**src/rtl/reg_bank_fill.sv**
```systemverilog
// reg_bank_fill: a bank of DEPTH registers, each WIDTH bits wide, with one
// synchronous write port, two combinational read ports and a fill sequencer
// that sweeps a single value into every register, one register per cycle.
//
// Ports:
//   clk           rising-edge clock
//   rst_n         synchronous active-low reset
//   in            write data; also the fill value when fill_req is sampled
//   load          write request for register addr
//   addr          write address
//   rd_addr_a/b   read addresses
//   out_a/b       register contents at rd_addr_a/b
//   fill_req      start a fill sweep with value in
//   busy          high while the fill sweep runs
//   load_rejected one-cycle pulse per dropped load
//
// Optional feature: define REG_BANK_BYPASS_EN to forward a committed write
// to any read port addressing the same register in the same cycle.
module reg_bank_fill #(
    parameter int unsigned WIDTH = 16,
    parameter int unsigned DEPTH = 8,
    parameter int unsigned AW    = $clog2(DEPTH)
) (
    input  logic             clk,
    input  logic             rst_n,
    input  logic [WIDTH-1:0] in,
    input  logic             load,
    input  logic [AW-1:0]    addr,
    input  logic [AW-1:0]    rd_addr_a,
    input  logic [AW-1:0]    rd_addr_b,
    output logic [WIDTH-1:0] out_a,
    output logic [WIDTH-1:0] out_b,
    input  logic             fill_req,
    output logic             busy,
    output logic             load_rejected
);

    typedef enum logic [0:0] {StIdle, StFill} state_e;

    state_e           state_q, state_d;
    logic [WIDTH-1:0] mem_q [DEPTH];
    logic [AW-1:0]    cnt_q, cnt_d;
    logic [WIDTH-1:0] fill_val_q, fill_val_d;
    logic             rej_q, rej_d;

    logic             we;
    logic [AW-1:0]    waddr;
    logic [WIDTH-1:0] wdata;

    // State register
    always_ff @(posedge clk) begin
        if (!rst_n) begin
            state_q <= StIdle;
        end else begin
            state_q <= state_d;
        end
    end

    // Next-state logic
    always_comb begin
        state_d = state_q;
        unique case (state_q)
            StIdle: if (fill_req) state_d = StFill;
            StFill: if (cnt_q == AW'(DEPTH - 1)) state_d = StIdle;
            default: state_d = StIdle;
        endcase
    end

    // Outputs, write-port selection and sequencer datapath next-state
    always_comb begin
        busy       = (state_q == StFill);
        we         = 1'b0;
        waddr      = addr;
        wdata      = in;
        cnt_d      = cnt_q;
        fill_val_d = fill_val_q;
        // Any load seen while filling, or alongside a fill request, is dropped.
        rej_d      = load && (busy || fill_req);
        unique case (state_q)
            StIdle: begin
                if (fill_req) begin
                    fill_val_d = in;
                    cnt_d      = '0;
                end else if (load) begin
                    we = 1'b1;
                end
            end
            StFill: begin
                we    = 1'b1;
                waddr = cnt_q;
                wdata = fill_val_q;
                cnt_d = cnt_q + AW'(1);
            end
            default: ;
        endcase
    end

    // Register bank and sequencer registers
    always_ff @(posedge clk) begin
        if (!rst_n) begin
            for (int i = 0; i < DEPTH; i++) begin
                mem_q[i] <= '0;
            end
            cnt_q      <= '0;
            fill_val_q <= '0;
            rej_q      <= 1'b0;
        end else begin
            if (we) begin
                mem_q[waddr] <= wdata;
            end
            cnt_q      <= cnt_d;
            fill_val_q <= fill_val_d;
            rej_q      <= rej_d;
        end
    end

    assign load_rejected = rej_q;

    // Read ports
    always_comb begin
        out_a = mem_q[rd_addr_a];
        out_b = mem_q[rd_addr_b];
`ifdef REG_BANK_BYPASS_EN
        // A write under reset never commits, so it is not forwarded.
        if (we && rst_n && (waddr == rd_addr_a)) out_a = wdata;
        if (we && rst_n && (waddr == rd_addr_b)) out_b = wdata;
`else
`endif
    end

endmodule

```
**config.mk**
```make
export PLATFORM = sky130hd
export DESIGN_NAME = reg_bank_fill
export DESIGN_NICKNAME = d
export VERILOG_FILES = /design/src/rtl/reg_bank_fill.sv
export SDC_FILE = /design/constraint.sdc
export NUM_CORES = 1
export LEC_CHECK = 0
export BUFFER_PORTS_ARGS = -buffer_cell sky130_fd_sc_hd__buf_2
export CORE_MARGIN = 2
export CORE_UTILIZATION = 25
export DETAILED_ROUTE_END_ITERATION = 7
export PLACE_DENSITY = 0.4
export SLEW_MARGIN = 25
export SYNTH_ARGS = -nofsm -noshare
export SYNTH_HDL_FRONTEND = slang
export SYNTH_SLANG_ARGS = --single-unit
```
**constraint.sdc**
```tcl
create_clock -name clk -period 4.1 [get_ports clk]
set_input_delay 0.41 -clock clk [delete_from_list [all_inputs] [get_ports clk]]
set_output_delay 0.41 -clock clk [all_outputs]
set_load 0.02 [all_outputs]
```
==> impl_metrics.ini <==
[status]
status = complete, no violations

[global_route]
grt_overflow = 0
grt_antenna_before_repair = 0
grt_max_degree = 40
grt_pass1_wl_um = 32600
grt.total_usage = 0.145
first_global_vias = 5071

[sta]
fmax_ghz = 0.388
worst_pin_slew_ns = 1.01
worst_clock_skew_ns = 0.0132
fin_crit_ns = 2.58
slew_violations = 0
relSlewSlack = 0.307
setup_viol_count_final = 0
hold_viol_final = 0
period_share = 0.629
fin_tns_setup_ns = 0
setup_slack_ns = 1.52
rsz0062_at_grt = false

[synth]
synth_cells = 534
syn-cell-area_sq_mm = 0.00754
synth_flop_cell = edfxtp_1
async_flop_share = 0
synth_warnings = 0
syn_avg_cell_area_sq_um = 14.1
synth_cell_types = 27
synth_edf_count = 128
syn-num-nets = 565
synth-seq-cells = 149
yosysSeqAreaShare = 0.565

[die]
core_sq_mm = 0.0296
dieArea_sq_mm = 0.0316
rows = 63
ios = 63
initial_core_util = 0.254
die_w_um = 178
die_y_um = 178

[routing]
drtAntennaViolNets = 0
vias_per_cell = 4.66
routed_wl_um = 21900
wire_per_inst_um = 22.0
dr.pass1.iters = 4
drc_errors = 0
drt-initial-drc-count = 323
vias = 4637

[worst_setup_path]
worstPathRequired_ns = 3.69
crit_path_end_kind = primary output
r2r_setup_slack_ns = 1.59
critPathLaunchType = primary input
critPathKind = in2out
critPathMaxFanout = 32
worstRegToRegCells = 5
cp.arrival_ns = 2.17

[placement]
gp_congestion = 0.704
dp_hpwl_um = 13200
dp_slack_ns = 1.48
postPlaceCellArea_sq_mm = 0.00831
io_buffer_count = 62

[final_layout]
multiInputGateArea_sq_mm = 0.00311
fin_util = 0.299
n_antenna_cell = 0
layout.nets = 624
final.fill_count = 3067
final_layout_size_suffix_gt1_frac = 0.358
register_area_sq_mm = 0.00427
design_area_sq_mm = 0.00887
syn2layout_area_growth_pct = 17.6

[clocking]
cts_tree = built
insertion_delay_ns = 0.42
clk_path_buf_depth = 2
clk_pin_slew_worst_paths_ns = 0.07
hold_buffers = 0
cts-root-buf = clkbuf_16
cts_max_level = 4
postCtsSetupBuffers = 0
numClockSinks = 149
cts_buffers = 17
ctsResizeCount = 0

[power]
power.density_mw_per_mm2 = 422
max-vdd-ir-drop_mv = 0.201
power_uw = 3750
p_leak_uw = 0.00320

[hold_path]
hold_class = in2reg
hold_path_depth = 3

[run]
maxCapViolCount = 0
==> metrics by stage <==
stage | hold WS, ns | cells
2_1_floorplan | 0.443 | 534
3_3_place_gp | 0.448 | 964
3_5_place_dp | 0.456 | 964
4_1_cts | 0.216 | 996
5_1_grt | 0.242 | 996
6_report | 0.228 | 996
==> worst max-delay path, cell delays in order <==
cell and delay [ns]:
buf_2 0.08, buf_4 0.58, mux4_2 0.59, mux2_2 0.31, buf_2 0.17
==> final timing paths <==
check	endpoint	from
worst max-delay path	out_b[14]	rd_addr_b[0]
worst min-delay path	load_rejected	load
worst max register to register	mem_q[7][11]	busy
worst min register to register	fill_val_q[9]	fill_val_q[9]
==> placed cells by master, fill, tap and decap left out, types with 2 or more instances in the layout <==
cell	instances
nor2b_1	7
nand2_1	40
mux2_2	32
edfxtp_1	128
and2_1	3
and3b_1	4
inv_6	4
dfxtp_1	20
o221ai_1	4
nor3b_1	5
ha_1	2
clkbuf_16	17
a32oi_2	4
clkinv_1	2
a21boi_0	16
a21oi_1	4
o22ai_1	4
nor2_1	131
mux2i_1	13
mux4_2	64
clkinvlp_4	5
and3_1	2
buf_2	62
buf_4	18
clkinv_2	2
mux2i_2	3
==> logic make-up after synthesis <==
kind of cell / synth area share
multiplexers: 0.260
AND/OR/NAND/NOR: 0.112
AO/OA/AOI/OAI: 0.0358
flip-flops: 0.565
buffers and inverters: 0.0236
adder cells (fa/ha/maj): 0.00332
==> layer usage <==
metal / global-route usage / up-vias / part of all wire
met2: 0.245 / 127 / 0.50
li1: - / 2144 / -
met3: 0.0285 / 17 / 0.056
met1: 0.189 / 2349 / 0.43
met5: 0 / - / 0
met4: 0.0406 / 0 / 0.012
==> cells in the mapped netlist, types with 2 or more instances <==
master / instances / area, sq um
clkbuf_1: 19 / 71.3
and3_1: 2 / 12.5
o22ai_1: 4 / 25.0
a21boi_0: 16 / 120
buf_2: 19 / 95.1
mux4_2: 64 / 1440
nor3b_1: 5 / 37.5
o221ai_1: 4 / 35.0
and2_1: 3 / 18.8
dfxtp_1: 21 / 420
nand2_1: 40 / 150
mux2_2: 32 / 360
a21oi_1: 4 / 20.0
nor2b_1: 8 / 50.1
a32oi_2: 4 / 65.1
nor2_1: 131 / 492
and3b_1: 4 / 35.0
buf_1: 2 / 7.51
ha_1: 2 / 25.0
edfxtp_1: 128 / 3840
mux2i_1: 16 / 160
==> cell type report <==
class,count,share of cell area
clock buffers,17,0.0480
clock inverters,15,0.0145
inverters,1,0.000423
multi-input cells,344,0.351
flip-flops and latches,149,0.481
well taps,390,0.0550
repair buffers,80,0.0502
==> state kept, by name, summed over array words and instances (netlist names) <==
name,count
busy,1
cnt_q,3
fill_val_q,16
load_rejected,1
mem_q,128
==> power by group <==
part	internal, uW	switching (uW)
registers	1720	44.8
clock network	836	658
logic	201	286
(Power assumes the default switching activity.)
